<file path="src/rtl/cpu_ctrl_pkg.sv">
// Shared control-unit definitions: fetch FSM state encodings and default memory timeout.
package cpu_ctrl_pkg;

  typedef enum logic [2:0] {
    S_IDLE  = 3'd0,
    S_T0    = 3'd1,
    S_T1    = 3'd2,
    S_T2    = 3'd3,
    S_EXEC  = 3'd4,
    S_FAULT = 3'd5
  } state_t;

  localparam int DEFAULT_MEM_TIMEOUT = 16;

endpackage

</file>
<file path="src/rtl/mem_wait_timer.sv">
// Counts cycles spent waiting on memory; flags the last permitted wait cycle.
module mem_wait_timer
  import cpu_ctrl_pkg::*;
#(
  parameter int MEM_TIMEOUT = DEFAULT_MEM_TIMEOUT
) (
  input  logic clock,
  input  logic clear,
  input  logic en,
  input  logic rst_cnt,
  output logic expired
);

  localparam int W = $clog2(MEM_TIMEOUT);

  logic [W-1:0] cnt;

  always_ff @(posedge clock or posedge clear) begin
    if (clear)        cnt <= '0;
    else if (rst_cnt) cnt <= '0;
    else if (en)      cnt <= cnt + W'(1);
  end

  assign expired = (cnt == W'(MEM_TIMEOUT - 1));

endmodule

</file>
<file path="src/rtl/fetch_sequencer.sv">
// Instruction-fetch control: PC -> MAR, memory -> MDR, MDR -> IR, then hand off
// to execute control until exec_done.
//
// state   | meaning
// S_IDLE  | waiting for run & !halt
// S_T0    | PC on bus, MAR latches, PC increments
// S_T1    | memory read in progress, waiting on mem_ready
// S_T2    | MDR on bus, IR latches, fetch retired
// S_EXEC  | execute control owns the datapath
// S_FAULT | memory timed out; held until clear
module fetch_sequencer
  import cpu_ctrl_pkg::*;
#(
  parameter int CNT_WIDTH   = 32,
  parameter int MEM_TIMEOUT = DEFAULT_MEM_TIMEOUT
) (
  input  logic                 clock,
  input  logic                 clear,
  input  logic                 run,
  input  logic                 halt,
  input  logic                 mem_ready,
  input  logic                 exec_done,
  output logic                 PCout,
  output logic                 Inc,
  output logic                 MARin,
  output logic                 Read,
  output logic                 MDRin,
  output logic                 MDRout,
  output logic                 IRin,
  output logic                 fetch_done,
  output logic                 busy,
  output logic                 mem_fault,
  output logic [CNT_WIDTH-1:0] instr_count
);

  state_t state, nextState;
  logic   waitExpired;

  mem_wait_timer #(.MEM_TIMEOUT(MEM_TIMEOUT)) uTimer (
    .clock   (clock),
    .clear   (clear),
    .en      (state == S_T1),
    .rst_cnt ((state != S_T1) || mem_ready),
    .expired (waitExpired)
  );

  always_ff @(posedge clock or posedge clear) begin
    if (clear) begin
      state       <= S_IDLE;
      instr_count <= '0;
    end else begin
      state <= nextState;
      if (state == S_T2) instr_count <= instr_count + CNT_WIDTH'(1);
    end
  end

  always_comb begin
    nextState = state;
    case (state)
      S_IDLE:  if (run && !halt) nextState = S_T0;
      S_T0:    nextState = S_T1;
      // a ready in the final allowed cycle still completes the fetch
      S_T1:    if (mem_ready) nextState = S_T2;
               else if (waitExpired) nextState = S_FAULT;
      S_T2:    nextState = S_EXEC;
      S_EXEC:  if (exec_done) nextState = (halt || !run) ? S_IDLE : S_T0;
      S_FAULT: nextState = S_FAULT;
      default: nextState = S_IDLE;
    endcase
  end

  always_comb begin
    PCout      = 1'b0;
    Inc        = 1'b0;
    MARin      = 1'b0;
    Read       = 1'b0;
    MDRin      = 1'b0;
    MDRout     = 1'b0;
    IRin       = 1'b0;
    fetch_done = 1'b0;
    busy       = (state != S_IDLE);
    mem_fault  = (state == S_FAULT);
    case (state)
      S_T0: begin
        PCout = 1'b1;
        Inc   = 1'b1;
        MARin = 1'b1;
      end
      S_T1: begin
        Read  = 1'b1;
        MDRin = 1'b1;
      end
      S_T2: begin
        MDRout     = 1'b1;
        IRin       = 1'b1;
        fetch_done = 1'b1;
      end
      default: ;
    endcase
  end

endmodule

</file>
<file path="config.mk">
export PLATFORM = sky130hd
export DESIGN_NAME = fetch_sequencer
export DESIGN_NICKNAME = d
export VERILOG_FILES = /design/src/rtl/cpu_ctrl_pkg.sv /design/src/rtl/mem_wait_timer.sv /design/src/rtl/fetch_sequencer.sv
export SDC_FILE = /design/constraint.sdc
export NUM_CORES = 1
export LEC_CHECK = 0
export ABC_CLOCK_PERIOD_IN_PS = 2400
export CAP_MARGIN = 20
export CORE_AREA = 2 2 67 69
export DETAILED_ROUTE_END_ITERATION = 8
export DIE_AREA = 0 0 69 71
export GPL_TIMING_DRIVEN = 0
export HOLD_SLACK_MARGIN = 0.12
export PLACE_DENSITY = 0.76
export SYNTH_ARGS = -nofsm -noshare
export SYNTH_HDL_FRONTEND = slang
export SYNTH_SLANG_ARGS = --single-unit
</file>
<file path="constraint.sdc">
create_clock -name clock -period 2.4 [get_ports clock]
set_input_delay 0.48 -clock clock [delete_from_list [all_inputs] [get_ports clock]]
set_output_delay 0.48 -clock clock [all_outputs]
set_load 0.05 [all_outputs]
</file>
Word level (Yosys, flattened, before mapping). Cells that the tools add are included.

Reductions and logical operators: 9. Add/subtract/negate cells: 2. Muxes and demuxes: 11. Eq/ne operators: 10.

Operators with widths (count): adder 32 x 1 -> 32 bit, second input constant (1); one-hot mux 3 bit (6 select lines) (1); 2-to-1 mux 3 bit (4); 2-to-1 mux 4 bit (2); equality test 3 x 2 -> 1 bit, second input constant (2); equality test 3 bit, second input constant (2); adder 4 x 1 -> 4 bit, second input constant (1); equality test 4 bit, second input constant (1); 2-to-1 mux 1 bit (4); inequality test 2 bit, second input constant (2); equality test 3 x 1 -> 1 bit, second input constant (1); zero test 3 bit (1); inequality test 3 x 2 -> 1 bit, second input constant (1); inequality test 3 bit, second input constant (1); AND reduction 3 bit (1); nonzero test 3 bit (1); zero test 1 bit (2); logical OR 1 bit (2); nonzero test 2 bit (1); logical AND 1 bit (1).

Input port bits: 6. Register bits: 39. Output and inout port bits: 42. Word-level logic and storage cells: 35.

Depth between registers and ports, before layout. Gate-level depths: netlist (run 1).

Word-level depth: 5. Gate-level depth with buffers: 5. Mapped depth without buffers: 5.

Modules after synthesis. From an unflattened synthesis (run 1), not the netlist that was laid out.

Cell total of the unflattened synthesis: 173. Area, all modules: 1871.8 um2.

By module, submodules not included: fetch_sequencer (cells each 155, times used 1, area an instance 1669.1 um2); mem_wait_timer (cells each 18, times used 1, area an instance 202.7 um2).

Worst setup path before layout (run 1). Ideal clock, no wire load.

Path kind: register -> output. From: register state[1]. To: output MDRout. Buffers on the path: 3. Data required time: 1920 ps. Data arrival time: 1693 ps. Slack: 227 ps. Cell stages (with the launch flop): 5. Cell sequence: dfrtp_1 clkbuf_1 and3_1 clkbuf_1 buf_4.

Cells in the longest elaborated chain, start to end: 2.

RTL lines: from (decl) (RTL line fetch_sequencer.sv:36) `state_t state, nextState;`; from (signal assigned) (RTL line fetch_sequencer.sv:52) `state <= nextState;`; equality test 3 x 2 -> 1 bit; 2-to-1 mux 1 bit; to (decl) (RTL line fetch_sequencer.sv:28) `output logic MDRout,`.

No other way between the ends.

Final worst setup path (run 1).
From: register state[2]. To: output MDRin.

Cells in the longest elaborated chain, start to end: 2.

RTL lines: equality test 3 x 2 -> 1 bit (RTL line fetch_sequencer.sv:83) `case (state)`; 2-to-1 mux 1 bit (RTL line fetch_sequencer.sv:83); to (decl) (RTL line fetch_sequencer.sv:27) `output logic MDRin,`.

No other way between the ends.

==> impl_results.md, run 1 <==
- Syn nets: between 150 and 200
- Htree depth: 2
- Initial Utilization: 46.3%
- Ports: 48
- Vias per inst: 5.27
- Clk Latency, worst-skew pair: 0.28 ns
- Iter 0 DRT Violations: 101
- Fin. max-slew vios: 0
- Final setup viols: 0
- Hold Path Class: reg2reg
- Distinct cells, synth: 35
- Routed WL per cell: 13.2 µm
- Slowest stage delay, CP: 0.53 ns
- Initial antenna violation count: 0
- Min Clock Period, post-route: 2.29 ns
- Worst-path maximum fanout: 7
- Fillers: 356
- Synthesized area: 0.00195 mm²
- Clock tree sinks: 39
- Register Area: 976 µm²
- CP delay by family, top: buffers and inverters
- Peak supply drop: roughly 790 µV
- Slew headroom: between 40% and 50%
- Leakage: between 1 and 1.5 nW
- First-pass DRT Iterations: 5
- First-pass GRT wire length: 6650 µm
- Final instance area: between 0.002 and 0.003 mm²
- Clk pin slew, worst setup/hold paths: 0.07 ns
- Ratio of cells with drive above 1 in the final layout: between 10% and 20%
- # hold bufs at CTS: 0
- Yosys reg bits: 39
- RSZ-0062 raised after global routing: no
- Worst Max-Slew Pin Slew: about 0.79 ns
- Status: finished clean
- GR Overflow Total: 0
- Critical path type: reg2out
- Skew final: 0.00566 ns
- TritonCTS Buffers: 5
- Remaining DRCs: 0
- # nets final: between 200 and 250
- Antenna cells: 0
- Vias in the first global route: 1491
- Commonest non-fill, non-tap cell in the layout: dfrtp_1
- Remaining antenna violation count: 0
- Crit share post-route: ~95%
- Sequential fraction of the synthesis area: 50.2%
- FP Rows: 24
- Root Buffer: clkbuf_8
- CTS tree: done
- Critical Path RT: between 1.5 and 2 ns
- Post-Place Cell Area: approximately 0.0025 mm²
- Synth warn: 0
- Post-synth ARST share: 100%
- Hold Fails Final Rpt: 0
- DR vias: roughly 1500
- Core ar.: about 0.0042 mm²
- Die area: 0.00490 mm²
- Arr. time, crit path: 1.81 ns
- Syn Area/Cell: between 10 and 15 µm²
- Area of the multi-input gates: 868 µm²
- Largest net degree at the start of global routing: 40
- Most frequent cells in the layout: 39 x dfrtp_1, 37 x clkdlybuf4s50_1, 17 x xor2_1, 15 x xnor2_1
- Number of synthesized flops with an enable pin: 0
- CP endpoint kind: output pin
- Die Ht: approximately 71 µm
- Clock Path Buffers: 2
- Power Dens Cells: approximately 820 mW/mm²
- Synth-to-Final Area Change: 32.2%
- Placer congestion estimate: 0.781
- Power Total: between 2 and 2.5 mW
- Slowest stage cell, crit path: dlygate4sd2_1
- Max-cap viol count: 0
- Synthesized instance count: 182
- Crit path cell chain: or3b_1 -> inv_1 -> dlygate4sd2_1
- Achievable Freq: between 400 and 500 MHz
- Gr usage total: 16.6%
- Startpoint Class: flip-flop
- Buf/Inv on CP: 2
- Die W: 69 µm
- Post-DP HPWL: 2750 µm
- Primary FF master, synth: dfrtp_1
- IO buf count: 47
- Post-Route WL: between 3000 and 4000 µm
-- state kept, by name, indices dropped and copies added (netlist names) --
name / cells
instr_count: 32
state: 3
uTimer.cnt: 4
-- synthesized netlist by cell type (all sizes together), types with 3 or more instances --
| cell type | n | area share, % |
|---|---|---|
| a21oi | 3 | 0.77 |
| and3 | 3 | 0.96 |
| and4 | 3 | 1.4 |
| buf | 6 | 2.5 |
| clkbuf | 3 | 0.58 |
| dfrtp | 39 | 50 |
| inv | 11 | 2.1 |
| nand2 | 12 | 2.3 |
| nand3 | 14 | 3.6 |
| nand4 | 10 | 3.5 |
| nor2 | 14 | 2.7 |
| nor3 | 6 | 1.5 |
| nor4 | 7 | 5.1 |
| xnor2 | 15 | 6.8 |
| xor2 | 17 | 7.7 |
-- cells by family after synthesis --
| kind of cell | after synthesis | synth area share (%) |
|---|---|---|
| and+or+nand+nor | 80 | 25.3 |
| DFF | 39 | 50.2 |
| xor gates and xnor gates | 32 | 14.4 |
| buffers and inverters | 20 | 5.21 |
| AOI/OAI and AO/OA | 8 | 3.02 |
| adders and majority gates | 2 | 1.29 |
| muxes | 1 | 0.579 |
-- power by group --
part	internal [mW]	switching [mW]	total, mW
clock network	0.262	0.214	0.476
registers	0.718	0.0831	0.801
logic	0.278	0.544	0.823
total	1.26	0.841	2.10
-- area by class of cell --
cell class	instances	share of cell area, %
buffer	8	2.24
clock buffer	8	3.89
inverter	11	1.61
multi-input combinational	123	33.8
sequential	39	37.9
tap	52	2.53
timing repair buffer	47	18.0
-- metrics by stage --
| step | util (%) | hold WS (ns) | cells | worst slack, ns | TNS, ns |
|---|---|---|---|---|---|
| detailed placement | 59.0 | 0.457 | 281 | -0.182 | -0.457 |
| floorplan | - | 0.429 | 182 | 0.227 | 0 |
| global route | 61.2 | 0.502 | 288 | 0.0113 | 0 |
| CTS | 61.2 | 0.470 | 289 | 0.00852 | 0 |
| finish | 61.2 | 0.472 | 288 | 0.113 | 0 |
| global placement | 59.0 | 0.448 | 281 | -0.185 | -0.470 |
-- final timing paths --
| kind | startpoint | endpoint | slack, ns | cells past startpoint |
|---|---|---|---|---|
| hold reg to reg | uTimer.cnt[0] | uTimer.cnt[0] | 0.47 | 1 |
| max in group asynchronous | clear | instr_count[26] | 1.24 | 2 |
| min in group asynchronous | clear | instr_count[9] | 0.66 | 2 |
| hold / removal | uTimer.cnt[0] | uTimer.cnt[0] | 0.47 | 1 |
| setup reg to reg | instr_count[6] | instr_count[29] | 0.51 | 5 |
| setup / recovery | state[2] | MDRin | 0.11 | 3 |
-- what timing repair did --
item                       in CTS  in global routing
cloned                          0                  0
buffers inserted                0                  0
setup endpoints to repair       9                  5
resized for setup              12                  5
-- routing by layer --
metal,share of wire [%],GRT usage [%]
met2,47,27.4
met4,0.76,5.88
met3,5.9,3.99
met5,0,0
met1,46,21.5
Note: power is estimated with default switching activity, not from simulation.
==> run 2, diff against run 1 <==
--- a/config.mk
+++ b/config.mk
@@ -5,14 +5,14 @@
 export SDC_FILE = /design/constraint.sdc
 export NUM_CORES = 1
 export LEC_CHECK = 0
-export ABC_CLOCK_PERIOD_IN_PS = 2400
+export ABC_CLOCK_PERIOD_IN_PS = 2800
 export CAP_MARGIN = 20
-export CORE_AREA = 2 2 67 69
+export CORE_AREA = 2 2 73 75
 export DETAILED_ROUTE_END_ITERATION = 8
-export DIE_AREA = 0 0 69 71
+export DIE_AREA = 0 0 75 77
 export GPL_TIMING_DRIVEN = 0
 export HOLD_SLACK_MARGIN = 0.12
-export PLACE_DENSITY = 0.76
+export PLACE_DENSITY = 0.66
 export SYNTH_ARGS = -nofsm -noshare
 export SYNTH_HDL_FRONTEND = slang
 export SYNTH_SLANG_ARGS = --single-unit
==> constraint.sdc (replaced) <==
create_clock -name clock -period 2.8 [get_ports clock]
set_input_delay 0.56 -clock clock [delete_from_list [all_inputs] [get_ports clock]]
set_output_delay 0.56 -clock clock [all_outputs]
set_load 0.05 [all_outputs]
==> run 2 against run 1 <==
Via count decreased by 1.5%. Sequential share of layout area down 0.15 points. Cell count is 6.3% higher. Combinational power fell by 12%.
==> impl_results.md, run 2 (same netlist as run 1, synthesis figures left out) <==
- CP endpoint kind: output pin
- Initial Utilization: 39.1%
- Crit share post-route: 95.0%
- Setup_tns: 0 ns
- Hold path start: uTimer.cnt[0]
- Achievable Freq: 376 MHz
- IO buf count: 47
- Power Dens Cells: 696 mW/mm²
- Root Buffer: clkbuf_8
- Clk pin slew, worst setup/hold paths: 0.07 ns
- Hold Path Class: reg2reg
- Die Ht: 77 µm
- Post-DP HPWL: 2700 µm
- Hold Fails Final Rpt: 0
- Slew headroom: 47.6%
- Worst reg-to-reg setup slack: 0.81 ns
- Slowest stage cell, crit path: clkdlybuf4s50_1
- Remaining DRCs: 0
- Hold Crit Depth: 1
- Synth-to-Final Area Change: 32.7%
- WHS Endpoint: uTimer.cnt[0]
- Ratio of cells with drive above 1 in the final layout: 11.0%
- Top reg by flops: instr_count
- # nets final: 244
- TritonCTS Buffers: 5
- Die W: approximately 75 µm
- Sw Share: 40.7%
- Vias in the first global route: 1435
- Final setup viols: 0
- Worst-path maximum fanout: 8
- Iter 0 DRT Violations: 83
- Gate power share: 40.4%
- Sequential group share of total power: 38.4%
- Clk Latency, worst-skew pair: 0.29 ns
- Buf/Inv on CP: 2
- Crit path cell chain: or3b_1 -> inv_1 -> clkdlybuf4s50_1
- Startpoint Class: flip-flop
- Max reg flops: 32
- GR Overflow Total: 0
- Crit path launch: state[0]
- Arr. time, crit path: approximately 2.1 ns
- Critical Path RT: 2.24 ns
- Pint: 1.07 mW
- Status: finished clean
- FP Rows: 26
- Routed WL per cell: about 12 µm
- Worst Max-Slew Pin Slew: 0.785 ns
- Clock network fraction of design power: 21.1%
- Largest regs: instr_count: 32 flops, uTimer.cnt: 4 flops, state: 3 flops
- Reg2Reg Depth: 5
- Peak supply drop: 677 µV
- Gr usage total: 14.3%
- Die area: 0.00578 mm²
- CTS tree: done
- Largest net degree at the start of global routing: 40
- Vias per inst: 4.89
- Commonest non-fill, non-tap cell in the layout: clkdlybuf4s50_1
- Fin. max-slew vios: 0
- Remaining antenna violation count: 0
- Placer congestion estimate: between 0.8 and 0.9
- DR vias: roughly 1500
- Clock tree sinks: 39
- Initial antenna violation count: 0
- Worst r2r src: state[1]
- CP delay by family, top: buffers and inverters
- Antenna cells: 0
- Critical R2R Capture: instr_count[26]
- Leakage: 1.20 nW
- Htree depth: 2
- First-pass GRT wire length: about 6500 µm
- Ports: between 40 and 50
- Min Clock Period, post-route: 2.66 ns
- Core ar.: 0.00498 mm²
- Critical path type: reg2out
- Skew final: between 0.007 and 0.008 ns
- P_sw: 731 µW
- First-pass DRT Iterations: 4
- Most frequent cells in the layout: 43 x clkdlybuf4s50_1, 39 x dfrtp_1, 17 x xor2_1, 15 x xnor2_1
- Slowest stage delay, CP: 0.81 ns
- Post-Route WL: ~3800 µm
- Max-cap viol count: 0
- Power Total: 1.80 mW
- Clock Path Buffers: 2
- RSZ-0062 raised after global routing: no
## run 2: worst max path at each step
stage / end / slack [ns] / cells past startpoint
finish: MDRin / 0.14 / 3
global route: IRin / 0.04 / 4
CTS: MDRout / 0.05 / 5
detailed placement: fetch_done / 0.12 / 5
global placement: fetch_done / 0.12 / 5
floorplan: MDRout / 0.55 / 4
## run 2: layout make-up
class | instances | area [µm²]
fill | 454 | 2390
sequential | 39 | 976
multi-input combinational | 123 | 868
timing repair buffer | 47 | 462
tap | 70 | 87.6
clock buffer | 6 | 82.6
buffer | 9 | 60.1
inverter | 11 | 41.3
clock inverter | 1 | 5.00
## run 2: what timing repair did
| action | CTS | global route |
|---|---|---|
| resized for setup | 3 | 5 |
| setup buffers | 0 | 0 |
| setup endpoints to repair | 3 | 3 |
| hold endpoints to repair | 0 | 0 |
| hold buffers | 0 | 0 |
## run 2: worst reg2reg max path, cell delays in order (launching register included)
cell      delay, ns
dfrtp_1        0.37
clkbuf_1       0.32
nand4_1        0.24
nor4_4         0.59
nand3_1        0.19
xnor2_1        0.16
## run 2: layer usage
metal	part of all wire (%)	vias up	wire [µm]	GRT usage [%]
met5	0	-	0	0
met4	1.6	0	61	5.36
met3	5.4	7	205	4.20
met2	46	42	1740	21.6
met1	47	714	1810	19.2
li1	-	732	-	-
## run 2: power groups by stage
stage,clock [mW],combinational [mW],sequential (mW)
global placement,0,0.738,0.697
floorplan,0,0.434,0.777
finish,0.380,0.727,0.691
detailed placement,0,0.736,0.700
global route,0.413,0.764,0.699
CTS,0.388,0.733,0.690
## run 2: metrics by stage
step                      hold WS (ns)  setup WS (ns)  util [%]  instances  cell area [µm²]
final                            0.470          0.139      51.9        306             2580
after global routing             0.487         0.0415      51.9        306             2580
after CTS                        0.470         0.0471      52.0        306             2590
after detailed placement         0.460          0.116      50.3        299             2500
after global placement           0.450          0.123      50.3        299             2500
after floorplan                  0.429          0.547         -        182             1950
==> run 3, diff against run 2 <==
--- a/config.mk
+++ b/config.mk
@@ -8,6 +8,7 @@
 export ABC_CLOCK_PERIOD_IN_PS = 2800
 export CAP_MARGIN = 20
 export CORE_AREA = 2 2 73 75
+export CTS_BUF_LIST = sky130_fd_sc_hd__clkbuf_4 sky130_fd_sc_hd__clkbuf_8 sky130_fd_sc_hd__clkbuf_16
 export DETAILED_ROUTE_END_ITERATION = 8
 export DIE_AREA = 0 0 75 77
 export GPL_TIMING_DRIVEN = 0
==> results of run 3 <==
The final DEF is identical to that of run 2; final timing and power are the same.
